===== src/rtl/lc3_mem_pkg.sv =====
// rtl/lc3_mem_pkg.sv - Shared command encodings, states and widths for the LC3 memory sequencer
// Feature macro: LC3_MEM_SEQ_INDIRECT_EN (accept LOAD_IND/STORE_IND)
package lc3_mem_pkg;

  localparam int DATA_W = 16;

  typedef enum logic [2:0] {
    CMD_FETCH     = 3'b000,
    CMD_LOAD      = 3'b001,
    CMD_STORE     = 3'b010,
    CMD_LOAD_IND  = 3'b011,
    CMD_STORE_IND = 3'b100
  } cmd_e;

  typedef enum logic [2:0] {
    S_IDLE,
    S_SETUP,
    S_STROBE,
    S_WAIT,
    S_CAPTURE,
    S_FINISH,
    S_REJECT
  } state_e;

  // Indirect encodings only count as legal when the pointer path is built
  function automatic logic cmd_legal(input logic [2:0] c);
`ifdef LC3_MEM_SEQ_INDIRECT_EN
    return c <= 3'b100;
`else
    return c <= 3'b010;
`endif
  endfunction

endpackage


===== src/rtl/lc3_mem_wait_timer.sv =====
// rtl/lc3_mem_wait_timer.sv - Loadable wait-state down-counter with zero flag
module lc3_mem_wait_timer #(
  parameter int WAIT_CYCLES = 1
) (
  input  logic clk,
  input  logic rst_n,
  input  logic load,
  output logic zero
);

  // A zero wait count never loads the timer, so clamp the unused load value
  localparam logic [3:0] LOAD_VAL = (WAIT_CYCLES > 0) ? 4'(WAIT_CYCLES - 1) : 4'd0;

  logic [3:0] count_q, count_d;

  // Next count: reload on request, otherwise count down and park at zero
  always_comb begin
    count_d = count_q;
    if (load) begin
      count_d = LOAD_VAL;
    end else if (count_q != 4'd0) begin
      count_d = count_q - 4'd1;
    end
  end

  // Counter register
  always_ff @(posedge clk or negedge rst_n) begin
    if (!rst_n) begin
      count_q <= 4'd0;
    end else begin
      count_q <= count_d;
    end
  end

  assign zero = (count_q == 4'd0);

endmodule


===== src/rtl/lc3_mem_sequencer.sv =====
// rtl/lc3_mem_sequencer.sv - LC3 multi-cycle memory access sequencer
// Feature macro: LC3_MEM_SEQ_INDIRECT_EN builds the phase flag and pointer reload for *_IND
module lc3_mem_sequencer
  import lc3_mem_pkg::*;
#(
  parameter int WAIT_CYCLES = 1
) (
  input  logic              clk,
  input  logic              rst_n,
  input  logic              req,
  input  logic [2:0]        cmd,
  input  logic [DATA_W-1:0] addr,
  input  logic [DATA_W-1:0] wdata,
  output logic              busy,
  output logic              done,
  output logic              err,
  output logic [DATA_W-1:0] rdata,
  output logic [DATA_W-1:0] mar,
  output logic [DATA_W-1:0] mem_din,
  input  logic [DATA_W-1:0] mem_dout,
  output logic              mem_we,
  output logic              mem_clk
);

  state_e            state_q, state_d;
  logic [2:0]        cmd_q, cmd_d;
  logic [DATA_W-1:0] mar_q, mar_d;
  logic [DATA_W-1:0] mem_din_q, mem_din_d;
  logic [DATA_W-1:0] rdata_q, rdata_d;
  logic              busy_q, busy_d;
  logic              done_q, done_d;
  logic              err_q, err_d;
  logic              mem_clk_q, mem_clk_d;
  logic              mem_we_q, mem_we_d;
  logic              write_phase;
  logic              timer_load;
  logic              timer_zero;
`ifdef LC3_MEM_SEQ_INDIRECT_EN
  logic              phase_q, phase_d;
`endif

  lc3_mem_wait_timer #(
    .WAIT_CYCLES (WAIT_CYCLES)
  ) u_wait_timer (
    .clk   (clk),
    .rst_n (rst_n),
    .load  (timer_load),
    .zero  (timer_zero)
  );

  // Next-state, datapath and registered-output decode for the access sequence
  always_comb begin
    state_d    = state_q;
    cmd_d      = cmd_q;
    mar_d      = mar_q;
    mem_din_d  = mem_din_q;
    rdata_d    = rdata_q;
    timer_load = 1'b0;
`ifdef LC3_MEM_SEQ_INDIRECT_EN
    phase_d     = phase_q;
    // Indirect store reads the pointer first, then writes at it
    write_phase = (cmd_q == CMD_STORE) || ((cmd_q == CMD_STORE_IND) && phase_q);
`else
    write_phase = (cmd_q == CMD_STORE);
`endif

    case (state_q)
      S_IDLE: begin
        if (req) begin
          if (cmd_legal(cmd)) begin
            state_d   = S_SETUP;
            cmd_d     = cmd;
            mar_d     = addr;
            mem_din_d = wdata;
`ifdef LC3_MEM_SEQ_INDIRECT_EN
            phase_d   = 1'b0;
`endif
          end else begin
            state_d = S_REJECT;
          end
        end
      end
      S_SETUP: state_d = S_STROBE;
      S_STROBE: begin
        if (WAIT_CYCLES > 0) begin
          state_d    = S_WAIT;
          timer_load = 1'b1;
        end else begin
          state_d = write_phase ? S_FINISH : S_CAPTURE;
        end
      end
      S_WAIT: begin
        if (timer_zero) begin
          state_d = write_phase ? S_FINISH : S_CAPTURE;
        end
      end
      S_CAPTURE: begin
        rdata_d = mem_dout;
        state_d = S_FINISH;
`ifdef LC3_MEM_SEQ_INDIRECT_EN
        // First read of an indirect command fetched the pointer: re-run at it
        if (((cmd_q == CMD_LOAD_IND) || (cmd_q == CMD_STORE_IND)) && !phase_q) begin
          mar_d   = mem_dout;
          phase_d = 1'b1;
          state_d = S_SETUP;
        end
`endif
      end
      S_FINISH: state_d = S_IDLE;
      S_REJECT: state_d = S_IDLE;
      default:  state_d = S_IDLE;
    endcase

    busy_d    = (state_d != S_IDLE);
    done_d    = (state_d == S_FINISH);
    err_d     = (state_d == S_REJECT);
    mem_clk_d = (state_d == S_STROBE);
    mem_we_d  = (state_d == S_STROBE) && write_phase;
  end

  // Sequencer state and registered outputs; reset kills the strobe immediately
  always_ff @(posedge clk or negedge rst_n) begin
    if (!rst_n) begin
      state_q   <= S_IDLE;
      cmd_q     <= 3'b000;
      mar_q     <= '0;
      mem_din_q <= '0;
      rdata_q   <= '0;
      busy_q    <= 1'b0;
      done_q    <= 1'b0;
      err_q     <= 1'b0;
      mem_clk_q <= 1'b0;
      mem_we_q  <= 1'b0;
`ifdef LC3_MEM_SEQ_INDIRECT_EN
      phase_q   <= 1'b0;
`endif
    end else begin
      state_q   <= state_d;
      cmd_q     <= cmd_d;
      mar_q     <= mar_d;
      mem_din_q <= mem_din_d;
      rdata_q   <= rdata_d;
      busy_q    <= busy_d;
      done_q    <= done_d;
      err_q     <= err_d;
      mem_clk_q <= mem_clk_d;
      mem_we_q  <= mem_we_d;
`ifdef LC3_MEM_SEQ_INDIRECT_EN
      phase_q   <= phase_d;
`endif
    end
  end

  assign busy    = busy_q;
  assign done    = done_q;
  assign err     = err_q;
  assign rdata   = rdata_q;
  assign mar     = mar_q;
  assign mem_din = mem_din_q;
  assign mem_clk = mem_clk_q;
  assign mem_we  = mem_we_q;

endmodule


===== config.mk =====
export PLATFORM = sky130hd
export DESIGN_NAME = lc3_mem_sequencer
export DESIGN_NICKNAME = d
export VERILOG_FILES = /design/src/rtl/lc3_mem_pkg.sv /design/src/rtl/lc3_mem_wait_timer.sv /design/src/rtl/lc3_mem_sequencer.sv
export SDC_FILE = /design/constraint.sdc
export NUM_CORES = 1
export LEC_CHECK = 0
export BUFFER_PORTS_ARGS = -buffer_cell sky130_fd_sc_hd__buf_2
export CAP_MARGIN = 20
export CORE_AREA = 10 10 94 79
export DETAILED_ROUTE_END_ITERATION = 8
export DIE_AREA = 0 0 104 89
export HOLD_SLACK_MARGIN = 0.06
export PLACE_DENSITY = 0.78
export SLEW_MARGIN = 40
export SYNTH_ARGS = -nofsm -noshare
export SYNTH_HDL_FRONTEND = slang
export SYNTH_HIERARCHICAL = 1
export SYNTH_SLANG_ARGS = --single-unit

===== constraint.sdc =====
create_clock -name clk -period 1.9 [get_ports clk]
set_clock_uncertainty 0.05 [all_clocks]
set_input_delay 0.285 -clock clk [delete_from_list [all_inputs] [get_ports clk]]
set_output_delay 0.285 -clock clk [all_outputs]
set_load 0.005 [all_outputs]

After elaboration in Yosys (flattened, before gate mapping)
Index checks and enable logic that the tools add are counted.
{"block": "op_classes", "eq_ne": 8, "n_reduce_logical": 7, "addsub": 1, "n_mux": 8, "n_lt_le_gt_ge": 1}
{"operator": "$pmux 3 s5", "n": 1}
{"operator": "$eq 3x2->1 const B", "n": 4}
{"operator": "$eq 3x3->1 const B", "n": 3}
{"operator": "$mux 3", "n": 3}
{"operator": "$mux 4", "n": 2}
{"operator": "$logic_not 4->1", "n": 1}
{"operator": "$reduce_bool 4->1", "n": 1}
{"operator": "$sub 4x1->4 const B", "n": 1}
{"operator": "$eq 3x1->1 const B", "n": 1}
{"operator": "$le 3x2->1 const B", "n": 1}
{"operator": "$logic_not 3->1", "n": 1}
{"operator": "$reduce_and 3->1", "n": 1}
{"operator": "$reduce_bool 3->1", "n": 1}
{"operator": "$mux 1", "n": 2}
{"operator": "$reduce_bool 2->1", "n": 1}
{"operator": "$logic_and 1x1->1", "n": 1}
{"block": "word_totals", "regBits": 63, "inputBits": 54, "word_cells": 36}

Longest topological paths before layout
{"block": "logic_depth", "depth_word": 6, "ltp_mapped": 6, "depth_no_buf": 6}

Cells and area by module
Netlist, hierarchy kept.
{"module": "lc3_mem_sequencer", "instances": 1, "seq_area_each_um2": 1476.4, "cells_each": 137, "area_each_um2": 2379.8}
{"module": "lc3_mem_wait_timer", "instances": 1, "seq_area_each_um2": 100.1, "cells_each": 22, "area_each_um2": 227.7}

Worst setup path after synthesis
OpenSTA, ideal clock, no wires.
{"block": "synth_path", "path_type": "reg-to-reg", "startpoint": "register u_wait_timer.count_q[0]", "endpoint": "register busy_q, in the netlist busy", "t_arrival_ps": 1353, "synth_period_minus_slack_ps": 1543, "path_stages_with_launch": 7, "slack_ps": 357, "cell_sequence": "dfrtp_1 inv_1 ha_1 nor3b_4 and4_1 a311oi_1 nand3b_1"}
{"block": "synth_via", "elab_chain_cells": 4}
{"element": "from (decl)", "line": "lc3_mem_wait_timer.sv:14", "rtl": "logic [3:0] count_q, count_d;"}
{"element": "from (signal assigned)", "line": "lc3_mem_wait_timer.sv:31", "rtl": "count_q <= count_d;"}
{"element": "$logic_not 4->1", "line": "lc3_mem_wait_timer.sv:35", "rtl": "assign zero = (count_q == 4'd0);"}
{"element": "net timer_zero", "line": "lc3_mem_sequencer.sv:37", "rtl": "logic timer_zero;"}
{"element": "$mux 3", "line": "lc3_mem_sequencer.sv:93", "rtl": "if (timer_zero) begin"}
{"element": "$pmux 3 s5", "line": "lc3_mem_sequencer.sv:67", "rtl": "case (state_q)"}
{"element": "$reduce_bool 3->1", "line": "lc3_mem_sequencer.sv:114", "rtl": "busy_d = (state_d != S_IDLE);"}
{"element": "net busy_d", "line": "lc3_mem_sequencer.sv:30", "rtl": "logic busy_q, busy_d;"}
{"element": "to (signal assigned)", "line": "lc3_mem_sequencer.sv:143", "rtl": "busy_q <= busy_d;"}
{"element": "to (decl)", "line": "lc3_mem_sequencer.sv:30"}
The timed path passes the listed nets, and every way through them passes these cells.
A chain may end at the register's enable or synchronous reset.

Worst setup path in the final report
Ends and elaborated chain as after synthesis.

==> metrics.md <==
| Metric | Value |
|---|---|
| H-Tree Depth | 3 |
| Tcrit/Tclk final | 0.8818 |
| Slew Viols, Final | 0 |
| First DRT Iteration DRCs | slightly above 40 |
| Hold Crit Class | in2reg |
| CTS resizes | 0 |
| Worst min-delay path endpoint | mar[7] |
| FF/Latch Area | 1577 um2 |
| Min cycle time layout | approximately 1700 ps |
| Cell Area, Synth | 2608 um2 |
| Die X | ~100 um |
| Drt drc | 0 |
| Core area | 5693 um2 |
| Crit path required time | 2050 ps |
| Crit Path Max Fanout | 6 |
| Layout cells sized above 1 | 0.6393 |
| Initial antenna violation count | 0 |
| Dpl cell area | around 3200 um2 |
| Synth-to-Final Area Change | 31.57% |
| Rows | 25 |
| Crit Path Class | reg2reg |
| R2r worst-path depth | 6 |
| Detailed Place HPWL | 4282 um |
| Max Cap Violations | 0 |
| FF-to-FF End | busy |
| Routed Antenna Nets | 0 |
| Drt pass-1 iters | 4 |
| P_leak | 1.823 nW |
| Clock sink count | 63 |
| Tot Pwr | about 5.2 mW |
| Net Count, Synth | 215 |
| Fillers | a little under 500 |
| Status | finished, final reports clean |
| CTS tree | yes |
| Gate count of the mapped netlist | 159 |
| Via count | 1682 |
| Hold Path Origin | addr[7] |
| Final TNS setup | 0 ps |
| Reg2reg start | u_wait_timer/count_q[0] |
| Reg2reg setup slack | about 220 ps |
| Pre-CTS setup slack | about 210 ps |
| Post-route design area | roughly 3400 um2 |
| Worst rel slew slack | 0.7452 |
| Worst-Margin Slew | between 300 and 400 ps |
| Library cells used by synthesis | 30 |
| Most common cell after layout, fill and taps aside | buf_2 |
| TritonCTS Buffers | 9 |
| Vias in the first global route | ~1900 |
| Hold depth | 2 |
| # nets final | 333 |
| # setup viols final | 0 |
| Drt wl/cell | between 15 and 20 um |
| Unrepaired setup endpoints after global routing | no |
| WP data arrival | 1830 ps |
| Deepest clock path buffer count | 2 |
| Largest net degree at the start of global routing | 64 |
| Io pins | 107 |
| Synth warnings | 6 |
| Critical Path End Type | flop |
| Syn Area/Cell | 16.40 um2 |
| Clock slew at reported path FFs | roughly 70 ps |
| GPL Wtd Cong | 0.7920 |
| Power density over the cells | 1519 nW/um2 |
| First-pass GRT wire length | 9563 um |
| Footprint of the multi-input gates | 967.2 um2 |
| Final WL | 5812 um |
| WHS | 127.0 ps |
| Most frequent cells in the layout | buf_2 (106), dfrtp_1 (63), mux2_4 (29), mux2_2 (21), clkbuf_8 (11) |
| Latest clock arrival within the worst-skew pair | 330 ps |
| Root buffer cell | clkbuf_8 |
| Vias per cell | 4.659 |
| Fin. Hold Viols | 0 |
| FF+latch count, synth | 63 |
| Antenna Cells | 0 |
| Die area | 9256 um2 |
| Gr usage total | 0.1300 |
| Post-synthesis sequential area ratio | 0.6046 |
| Starting Density | 0.4580 |
| Final worst slack | ~220 ps |
| Grt total ovfl | 0 |
| # port buffers | between 100 and 150 |
| Maximum vdd ir drop | 750.0 uV |
| Chip height | 89 um |
| Critical path launch point type | flop |
| Fmax | 0.5969 GHz |
per-layer routing:
layer / routed length, um / share of wire / global-route usage / vias to the layer above
li1: - / - / - / 797
met1: 2602 / 0.45 / 0.1540 / 812
met2: 2714 / 0.47 / 0.2034 / 67
met3: 438 / 0.075 / 0.06196 / 6
met4: 56 / 0.0096 / 0.04918 / 0
met5: 0 / 0 / 0 / -
final cells by class:
class / count / share of cell area
Clock buffer: 11 / 0.04413
Clock inverter: 3 / 0.005835
Inverter: 5 / 0.005470
Multi-Input combinational cell: 87 / 0.2819
Sequential cell: 63 / 0.4595
Tap cell: 81 / 0.02954
Timing Repair Buffer: 111 / 0.1736
power by group:
group / leakage [nW] / internal, mW / switching, mW
clock network: 0.0833 / 0.527 / 0.494
registers: 0.769 / 1.95 / 0.334
logic: 0.971 / 1.21 / 0.700
cell usage after synthesis:
| cell | number | area, um2 |
|---|---|---|
| nor3b_1 | 1 | 7.510 |
| buf_6 | 4 | 45.04 |
| ha_1 | 2 | 25.02 |
| dfrtp_1 | 63 | 1577 |
| nor3_1 | 1 | 5.000 |
| nor2_2 | 1 | 6.260 |
| nor3b_4 | 2 | 37.54 |
| and2_1 | 2 | 12.51 |
| a21o_1 | 1 | 7.510 |
| mux2_2 | 21 | 236.5 |
| nand2_1 | 1 | 3.750 |
| and4b_1 | 1 | 10.01 |
| a21oi_1 | 4 | 20.02 |
| and4_1 | 1 | 8.760 |
| nand2b_1 | 1 | 6.260 |
| or2_1 | 1 | 6.260 |
| nor2_1 | 5 | 18.77 |
| a32o_1 | 1 | 10.01 |
| nand3_1 | 1 | 5.000 |
| nand4b_4 | 1 | 23.77 |
| xnor2_1 | 1 | 8.760 |
| inv_1 | 5 | 18.77 |
| a311oi_1 | 2 | 17.52 |
| or3b_2 | 1 | 8.760 |
| mux2_4 | 29 | 435.4 |
| nand3b_1 | 2 | 15.01 |
| nor2b_1 | 1 | 6.260 |
| mux2i_1 | 1 | 10.01 |
| a21boi_0 | 1 | 7.510 |
| or2b_1 | 1 | 7.510 |
state kept, by name, summed over array words and instances (netlist names):
| signal | count |
|---|---|
| busy | 1 |
| cmd_q | 3 |
| done | 1 |
| err | 1 |
| mar | 16 |
| mem_clk | 1 |
| mem_din | 16 |
| mem_we | 1 |
| rdata | 16 |
| state_q | 3 |
| u_wait_timer/count_q | 4 |
cell families after synthesis:
kind of cell	after synthesis	synth area share
AOI/OAI and AO/OA	9	0.02400
xor gates and xnor gates	1	0.003360
adders and majority gates	2	0.009595
buffers and inverters	9	0.02447
DFF	63	0.6046
muxes	51	0.2615
and+or+nand+nor	24	0.07246
critical path, stage by stage (launching register included):
cell and delay [ps]:
dfrtp_1 350, inv_1 80, ha_1 230, nor3b_4 180, and4_1 210, a311oi_1 330
nand3b_1 110
worst max-delay path by stage:
stage	from	endpoint	slack, ps	cells past startpoint
after floorplan	u_wait_timer/count_q[0]	busy	360	6
after global placement	u_wait_timer/count_q[0]	busy	300	6
after detailed placement	u_wait_timer/count_q[0]	busy	210	6
after CTS	u_wait_timer/count_q[0]	busy	210	6
after global routing	u_wait_timer/count_q[0]	busy	90	6
final	u_wait_timer/count_q[0]	busy	220	6
per-stage QoR:
step	util	std cells
2_1_floorplan	-	159
4_1_cts	0.6026	361
3_5_place_dp	0.5708	346
3_3_place_gp	0.5708	346
5_1_grt	0.6026	361
6_report	0.6026	361
repair_timing:
action | in CTS | in global routing
hold buffers | 1 | 0
buffers inserted | 0 | 0
endpoints found under the hold margin | 63 | 0
(Power assumes the default switching activity.)
